## src/rtl/wb_arbiter_if.sv

```systemverilog
// Register-file write-port bundle between the pipeline/long unit and wb_arbiter.
// Perf counter signals exist only when WB_ARBITER_PERF_EN is defined.
interface wb_arbiter_if;
  logic        RegWriteW;
  logic [4:0]  WriteRegW;
  logic [31:0] ResultW;
  logic        LValid;
  logic [4:0]  LReg;
  logic [31:0] LData;
  logic        LReady;
  logic        IssueE;
  logic [4:0]  IssueRegE;
  logic [4:0]  A1;
  logic [4:0]  A2;
  logic        PendA1;
  logic        PendA2;
  logic        StallReqW;
  logic        WE3;
  logic [4:0]  A3;
  logic [31:0] WD3;
`ifdef WB_ARBITER_PERF_EN
  logic [31:0] PerfConflict;
  logic [31:0] PerfStall;
`endif

  modport slave (
    input  RegWriteW, WriteRegW, ResultW, LValid, LReg, LData,
           IssueE, IssueRegE, A1, A2,
    output LReady, PendA1, PendA2, StallReqW, WE3, A3, WD3
`ifdef WB_ARBITER_PERF_EN
    , output PerfConflict, PerfStall
`endif
  );

  modport master (
    output RegWriteW, WriteRegW, ResultW, LValid, LReg, LData,
           IssueE, IssueRegE, A1, A2,
    input  LReady, PendA1, PendA2, StallReqW, WE3, A3, WD3
`ifdef WB_ARBITER_PERF_EN
    , input PerfConflict, PerfStall
`endif
  );
endinterface

```

## src/rtl/wb_arbiter.sv

```systemverilog
// Register-file write-port arbiter: main writeback wins, long results queue and drain when idle.
// Optional conflict/stall counters are enabled with WB_ARBITER_PERF_EN.
module wb_arbiter #(
  parameter int DEPTH      = 4,
  parameter int STARVE_MAX = 8
) (
  input  logic         clk,
  input  logic         rst,
  wb_arbiter_if.slave  bus
);
  localparam int PTR_W = $clog2(DEPTH);
  localparam int CNT_W = PTR_W + 1;
  localparam int STV_W = $clog2(STARVE_MAX + 1);

  typedef struct packed {
    logic [4:0]  rd;
    logic [31:0] data;
  } entry_t;

  entry_t           fifo_q [DEPTH];
  logic [PTR_W-1:0] rd_ptr_q, rd_ptr_d;
  logic [PTR_W-1:0] wr_ptr_q, wr_ptr_d;
  logic [CNT_W-1:0] count_q, count_d;
  logic [31:0]      sb_q, sb_d;
  logic [STV_W-1:0] starve_q, starve_d;

  logic   main_active, empty, full, accept, push, pop, starved;
  entry_t head;

  // NOTE: every signal is assigned a default at the top so no path leaves it unassigned (no latches).
  always_comb begin
    main_active = bus.RegWriteW && (bus.WriteRegW != 5'd0);
    empty       = (count_q == '0);
    full        = (count_q == CNT_W'(DEPTH));
    starved     = (starve_q == STV_W'(STARVE_MAX));
    head        = fifo_q[rd_ptr_q];
    accept      = bus.LValid && !full && !rst;
    push        = accept && (bus.LReg != 5'd0);
    pop         = !rst && !main_active && !empty;

    rd_ptr_d = pop  ? rd_ptr_q + PTR_W'(1) : rd_ptr_q;
    wr_ptr_d = push ? wr_ptr_q + PTR_W'(1) : wr_ptr_q;
    count_d  = count_q + CNT_W'(push) - CNT_W'(pop);

    // Issue is applied after the pop clear so a same-cycle set wins.
    sb_d = sb_q;
    if (pop) sb_d[head.rd] = 1'b0;
    if (bus.IssueE && (bus.IssueRegE != 5'd0)) sb_d[bus.IssueRegE] = 1'b1;
    sb_d[0] = 1'b0;

    if (pop || empty)                starve_d = '0;
    else if (main_active && !starved) starve_d = starve_q + STV_W'(1);
    else                             starve_d = starve_q;
  end

  always_comb begin
    bus.WE3 = 1'b0;
    bus.A3  = '0;
    bus.WD3 = '0;
    if (!rst) begin
      if (main_active) begin
        bus.WE3 = 1'b1;
        bus.A3  = bus.WriteRegW;
        bus.WD3 = bus.ResultW;
      end else if (!empty) begin
        bus.WE3 = 1'b1;
        bus.A3  = head.rd;
        bus.WD3 = head.data;
      end
    end
    bus.LReady    = !full && !rst;
    bus.StallReqW = starved && !rst;
    bus.PendA1    = sb_q[bus.A1];
    bus.PendA2    = sb_q[bus.A2];
  end

  // NOTE: state registers use non-blocking assignments so all flops update together at the edge.
  always_ff @(posedge clk) begin
    if (rst) begin
      rd_ptr_q <= '0;
      wr_ptr_q <= '0;
      count_q  <= '0;
      sb_q     <= '0;
      starve_q <= '0;
    end else begin
      rd_ptr_q <= rd_ptr_d;
      wr_ptr_q <= wr_ptr_d;
      count_q  <= count_d;
      sb_q     <= sb_d;
      starve_q <= starve_d;
    end
  end

  // NOTE: storage is not reset; only entries covered by count_q are ever read.
  always_ff @(posedge clk) begin
    if (push) fifo_q[wr_ptr_q] <= '{rd: bus.LReg, data: bus.LData};
  end

`ifdef WB_ARBITER_PERF_EN
  logic [31:0] perf_conflict_q, perf_stall_q;

  always_ff @(posedge clk) begin
    if (rst) begin
      perf_conflict_q <= '0;
      perf_stall_q    <= '0;
    end else begin
      if (main_active && !empty) perf_conflict_q <= perf_conflict_q + 32'd1;
      if (starved)               perf_stall_q    <= perf_stall_q + 32'd1;
    end
  end

  assign bus.PerfConflict = perf_conflict_q;
  assign bus.PerfStall    = perf_stall_q;
`endif
endmodule

```

## src/flat_wrapper.sv

```systemverilog
// flat-port wrapper written by rule: the top's interface ports become plain ports
module wb_arbiter_flat 
#(
  parameter int DEPTH      = 4,
  parameter int STARVE_MAX = 8
)
  (clk, rst, bus_RegWriteW, bus_WriteRegW, bus_ResultW, bus_LValid, bus_LReg, bus_LData, bus_IssueE, bus_IssueRegE, bus_A1, bus_A2, bus_LReady, bus_PendA1, bus_PendA2, bus_StallReqW, bus_WE3, bus_A3, bus_WD3);
  wb_arbiter_if bus_i ();
  input  logic clk;
  input  logic rst;
  input wire logic [$bits(bus_i.RegWriteW)-1:0] bus_RegWriteW;
  input wire logic [$bits(bus_i.WriteRegW)-1:0] bus_WriteRegW;
  input wire logic [$bits(bus_i.ResultW)-1:0] bus_ResultW;
  input wire logic [$bits(bus_i.LValid)-1:0] bus_LValid;
  input wire logic [$bits(bus_i.LReg)-1:0] bus_LReg;
  input wire logic [$bits(bus_i.LData)-1:0] bus_LData;
  input wire logic [$bits(bus_i.IssueE)-1:0] bus_IssueE;
  input wire logic [$bits(bus_i.IssueRegE)-1:0] bus_IssueRegE;
  input wire logic [$bits(bus_i.A1)-1:0] bus_A1;
  input wire logic [$bits(bus_i.A2)-1:0] bus_A2;
  output wire logic [$bits(bus_i.LReady)-1:0] bus_LReady;
  output wire logic [$bits(bus_i.PendA1)-1:0] bus_PendA1;
  output wire logic [$bits(bus_i.PendA2)-1:0] bus_PendA2;
  output wire logic [$bits(bus_i.StallReqW)-1:0] bus_StallReqW;
  output wire logic [$bits(bus_i.WE3)-1:0] bus_WE3;
  output wire logic [$bits(bus_i.A3)-1:0] bus_A3;
  output wire logic [$bits(bus_i.WD3)-1:0] bus_WD3;
  assign bus_i.RegWriteW = bus_RegWriteW;
  assign bus_i.WriteRegW = bus_WriteRegW;
  assign bus_i.ResultW = bus_ResultW;
  assign bus_i.LValid = bus_LValid;
  assign bus_i.LReg = bus_LReg;
  assign bus_i.LData = bus_LData;
  assign bus_i.IssueE = bus_IssueE;
  assign bus_i.IssueRegE = bus_IssueRegE;
  assign bus_i.A1 = bus_A1;
  assign bus_i.A2 = bus_A2;
  assign bus_LReady = bus_i.LReady;
  assign bus_PendA1 = bus_i.PendA1;
  assign bus_PendA2 = bus_i.PendA2;
  assign bus_StallReqW = bus_i.StallReqW;
  assign bus_WE3 = bus_i.WE3;
  assign bus_A3 = bus_i.A3;
  assign bus_WD3 = bus_i.WD3;
  wb_arbiter #(.DEPTH(DEPTH), .STARVE_MAX(STARVE_MAX)) u_core (.clk(clk), .rst(rst), .bus(bus_i));
endmodule
```

## config.mk

```make
export PLATFORM = sky130hd
export DESIGN_NAME = wb_arbiter_flat
export DESIGN_NICKNAME = d
export VERILOG_FILES = /design/src/rtl/wb_arbiter_if.sv /design/src/rtl/wb_arbiter.sv /design/src/flat_wrapper.sv
export SDC_FILE = /design/constraint.sdc
export NUM_CORES = 1
export LEC_CHECK = 0
export ABC_AREA = 1
export CAP_MARGIN = 10
export CELL_PAD_IN_SITES_DETAIL_PLACEMENT = 1
export CELL_PAD_IN_SITES_GLOBAL_PLACEMENT = 1
export CORE_MARGIN = 1.5
export CORE_UTILIZATION = 37
export CTS_CLUSTER_SIZE = 24
export DETAILED_ROUTE_END_ITERATION = 12
export PLACE_DENSITY = 0.8
export SLEW_MARGIN = 25
export SYNTH_ARGS = -nofsm -noshare
export SYNTH_HDL_FRONTEND = slang
export SYNTH_SLANG_ARGS = --single-unit
```

## constraint.sdc

```tcl
create_clock -name clk -period 2.7 [get_ports clk]
set_input_delay 0.27 -clock clk [delete_from_list [all_inputs] [get_ports clk]]
set_output_delay 0.27 -clock clk [all_outputs]
set_load 0.005 [all_outputs]
```

* Word level (Yosys, flattened, before mapping) *
Memories as Yosys holds them, arrays and structs flattened. A register that Yosys moved wholly into a read port is not among the register bits.
Index checks and enable logic that the tools add are counted.

operators by class
  equality and inequality tests = 2
  bitwise gates (word level) = 3
  reductions and logical operators = 23
  $add $sub $neg = 5
  mux-type cells = 23
  order comparisons = 6

operators by type and width
  kind                                                                   number
  32-bit 2-to-1 mux                                                      5
  32-bit AND                                                             1
  32-bit inverter                                                        1
  32-bit bitwise OR                                                      1
  5-bit by 6-bit < comparator with 1-bit output, second input constant   4
  5-bit 2-to-1 mux                                                       3
  5-bit nonzero test                                                     3
  1-bit logical AND                                                      12
  1-bit binary-select mux with 5-bit select                              2
  1-bit demux with 5-bit select                                          2
  5-bit by 1-bit >= comparator with 1-bit output, second input constant  2
  1-bit 2-to-1 mux                                                       9
  1-bit logical NOT                                                      5
  2-bit by 1-bit adder with 2-bit output, second input constant          2
  4-bit by 1-bit adder with 4-bit output, second input constant          1
  4-bit equality test, second input constant                             1
  2-bit 2-to-1 mux                                                       2
  3-bit by 1-bit adder with 3-bit output                                 1
  3-bit equality test, second input constant                             1
  3-bit logical NOT                                                      1
  3-bit by 1-bit subtractor with 3-bit output                            1
  2-bit OR reduction                                                     1
  1-bit logical OR                                                       1

storage, ports and cells
  memory bits (writable) = 148
  register bits = 43
  input port bits = 94
  memories = 1

memories
  memory         depth  width  rd ports  clocked after Yosys merged registers in  wr ports  RTL line          source
  u_core.fifo_q  4      37     1         1                                        1         wb_arbiter.sv:20  entry_t fifo_q [DEPTH];

* Longest topological paths before layout *
  word-level depth = 9
  depth in mapped cells = 12
  depth with buffers taken out = 12

* Worst setup path after synthesis *
Ideal clock, no wire load.

  kind = input to register
  start point = input rst
  end point = memory u_core.fifo_q[0][0] (netlist name), enable pin
  stages = 4
  path slack = -0.185 ns
  path buffers = 1
  required time = 2.269 ns
  arrival = 2.454 ns
  library setup time = 0.431 ns
  cell sequence = buf_2 -> a21oi_1 -> nand3_1 -> nor2_1

on the way
  cells in the longest elaborated chain, start to end = 5

ends and longest elaborated chain
  element                                 RTL line            source
  start, declared                         flat_wrapper.sv:10  input logic rst;
  1-bit logical NOT                       wb_arbiter.sv:37    accept = bus.LValid && !full && !rst;
  1-bit logical AND                       wb_arbiter.sv:37
  1-bit logical AND                       wb_arbiter.sv:38    push = accept && (bus.LReg != 5'd0);
  1-bit 2-to-1 mux                        wb_arbiter.sv:96    if (push) fifo_q[wr_ptr_q] <= '{rd: bus.LReg, data: bus.LData};
  1-bit 2-to-1 mux (not written as such)  wb_arbiter.sv:96
  end, declared                           wb_arbiter.sv:20

No other way between the ends.

* Worst setup path after layout *
  start point = input bus_WriteRegW[0]
  end point = output bus_WD3[11]

on the way
  cells in the longest elaborated chain, start to end = 4

ends and longest elaborated chain
  element             RTL line            source
  start, declared     flat_wrapper.sv:12  input wire logic [$bits(bus_i.WriteRegW)-1:0] bus_WriteRegW;
  5-bit nonzero test  wb_arbiter.sv:32    main_active = bus.RegWriteW && (bus.WriteRegW != 5'd0);
  1-bit logical AND   wb_arbiter.sv:32
  32-bit 2-to-1 mux   wb_arbiter.sv:61    if (main_active) begin
  32-bit 2-to-1 mux   wb_arbiter.sv:60    if (!rst) begin
  end, declared       flat_wrapper.sv:27  output wire logic [$bits(bus_i.WD3)-1:0] bus_WD3;

No other way between the ends.

==> key figures <==
STA
  • Crit share post-route: 97.4%
  • Clock skew: 13.3 ps
  • Final max-slew violation count: 0
  • Hold Vio Cnt, Final: 0
  • Fmax: 0.380 GHz
  • Final WS setup: 69.0 ps
  • Period minus WS final: 2630 ps
  • Tightest Pin Transition: 767 ps
  • Final setup fails: 0
  • Headroom to the max-slew limit: 48.7%
  • Sum Neg Setup Slack: 0 ps

Routing
  • Routed Antenna Nets: 0
  • Via count: 7,429
  • Post-route DRC: 0
  • Final wirelength: 27,300 um
  • DRT iter0 DRCs: 425
  • Vias per inst: 5.26
  • DR WL/cell: 19.3 um
  • Drt pass-1 iters: 4

Clocking
  • CTS tree: done
  • Num CTS Buffers: 17
  • Clock slew at reported path FFs: 70 ps
  • H-tree Lvls: 4
  • CTS root buf: clkbuf_16
  • Clock Tree Buf Depth: 2
  • Clk sinks: 192
  • Worst skew pair latency: 440 ps

Yosys
  • Synth top area share: 50.3%
  • Asr flop ratio synth: 0%
  • Synth Warn #: 0
  • Seq cells post-synth: 192
  • Synth top area cells: edfxtp_1 (50%), nand2_1 (11%), dfxtp_1 (10%)
  • Post-synthesis sequential area ratio: 60.3%
  • Cells after Synth: 942
  • Leading area contributor after synthesis: edfxtp_1
  • Post-synth top cells: nand2_1 (257), edfxtp_1 (148), nor2_1 (88)
  • Most frequent cell after synthesis: nand2_1
  • Netlist cell types: 33
  • Post-synthesis area per instance: 9.37 sq um
  • Net Count, Synth: 1,044
  • Synth Cell Area: 8830 sq um
  • EDFF count, synth: 148
  • Top_reg_cell synth: edfxtp_1

Power and ir drop
  • Pwr/cell area: 681 nW/um^2
  • LEAKAGE: 4.00 nW
  • Peak VDD IR: 502 uV

Global route
  • Total grt overflow: 0
  • First-pass GRT wire length: 40,900 um
  • Largest net degree at the start of global routing: 51
  • GRT Total Usage: 22.0%
  • Initial antenna violation count: 1
  • Vias in the first global route: 7,661

Setup path
  • CP Data Arrival Time: 2360 ps
  • Max incr delay on CP: 530 ps
  • Buffers plus inverters on the worst setup path: 4
  • CP Launch Type: input pin
  • Worst endpoint required time: 2430 ps
  • CP Max Fanout: 18
  • CP max-delay cell: clkdlybuf4s50_1
  • Crit. End Element: output pin
  • Crit path kind: in -> out
  • CP top delay family: buffers and inverters
  • CP Cell Sequence: clkdlybuf4s50_1 > nor2_2 > nand3_2 > nand2_4 > nand2_1 > inv_4 > clkbuf_16 > nand2_1 > a21oi_1 > clkdlybuf4s50_1

Job
  • Max_cap viols: 0

Placed design
  • Hpwl dp: 17,800 um
  • Gp weighted congestion: 0.820
  • DP Cell Count: 1,375
  • Worst slack at placement: -27.0 ps
  • Buffers added on ports: 135

Cells and area
  • NumNets Final: 1,182
  • Fin util: 48.9%
  • Area Growth Syn to Fin: 30.0%
  • Fin cells: 1,413
  • Layout cells sized above 1: 11.0%

Die
  • CORE AREA: 23,500 sq um
  • Die Y: 157 um
  • Ports: 136
  • Die Wd: 157 um
  • Die ar.: 24,800 sq um
  • Core Rows: 56
  • Initial Util: 37.6%

Hold path
  • Min-delay worst type: in -> reg

Status
  • Outcome: complete, no violations
[flip-flops by register name (all words and copies together), names as in the netlist, named ones only]
name             flops
u_core.fifo_q      148
u_core.sb_q         31
u_core.starve_q      4
u_core.count_q       3
u_core.rd_ptr_q      2
u_core.wr_ptr_q      2
[through the flow]
stage | hold slack, ps | area, sq um | power (W)
3_5_place_dp | 469 | 10600 | 0.00500
6_report | 127 | 11500 | 0.00782
3_3_place_gp | 450 | 10600 | 0.00494
5_1_grt | 130 | 11500 | 0.00811
4_1_cts | 104 | 11300 | 0.00774
2_1_floorplan | 369 | 8830 | 0.00428
[layout by cell type (no fill, tap or decap), drive strengths merged]
master,instances
o21ai,78
inv,57
ha,7
clkinvlp,2
fa,1
nand3,66
nor2,100
dlymetal6s2s,2
a21oi,84
a22oi,2
clkbuf,19
diode,1
o211ai,4
edfxtp,148
nor3,5
buf,28
clkinv,8
a211oi,1
nand4,2
dfxtp,44
nand2,266
dlygate4sd2,1
or2,1
bufinv,2
o22ai,32
xor2,2
clkdlybuf4s50,131
[worst register-to-register path: stages (launching register included)]
cell	delay [ps]
dfxtp_1	390
nor2_1	80
nand2_1	100
nand2_1	110
inv_2	100
nand2_2	70
or2_2	310
nand2_1	70
ha_1	150
fa_1	410
inv_1	60
nor2_1	30
[worst paths after layout]
path | start | to | slack [ps] | cells past startpoint
worst max-delay path | bus_WriteRegW[0] | bus_WD3[11] | 70 | 10
worst min-delay path | rst | u_core.count_q[1]$_SDFF_PP0_ | 130 | 2
worst max register to register | u_core.count_q[1]$_SDFF_PP0_ | u_core.count_q[1]$_SDFF_PP0_ | 700 | 11
worst min register to register | u_core.sb_q[4]$_SDFF_PP0_ | u_core.sb_q[4]$_SDFF_PP0_ | 480 | 2
[repair_timing]
action | 4_1_cts | 5_1_grt
gates cloned | 1 | 2
hold endpoints to repair | 0 | 0
pin swaps | 0 | 4
endpoints found under the setup margin | 9 | 35
gates resized for setup | 8 | 21
setup buffers | 0 | 2
hold buffers | 0 | 0
[cell type report]
class / instances / area [sq um]
diodes: 1 / 2.50
clock inverters: 15 / 230
multi-input cells: 651 / 3140
clock buffers: 17 / 425
fillers: 2661 / 12000
repair buffers: 164 / 1730
inverters: 54 / 216
well taps: 319 / 399
flip-flops and latches: 192 / 5330
[routing by layer]
| layer | vias to the layer above | track usage, % | part of all wire (%) |
|---|---|---|---|
| met5 | - | 0 | 0 |
| met4 | 0 | 8.18 | 2.3 |
| met3 | 37 | 3.69 | 3.8 |
| met2 | 176 | 40.0 | 52 |
| met1 | 3706 | 26.0 | 42 |
| li1 | 3510 | - | - |
[report_power, final]
part | internal [W] | leakage, nW | switching, W | total (W)
logic | 0.000700 | 1.99 | 0.00103 | 0.00173
clock network | 0.00145 | 0.312 | 0.00127 | 0.00272
registers | 0.00331 | 1.70 | 0.0000604 | 0.00338
total | 0.00546 | 4.00 | 0.00236 | 0.00782
[cells by family after synthesis]
family	share of synthesized area, %
compound gates	12.3
xor+xnor	0.198
fa+ha+maj	1.22
buf+inv	4.89
flops	60.3
simple gates	21.0
(Power assumes the default switching activity.)
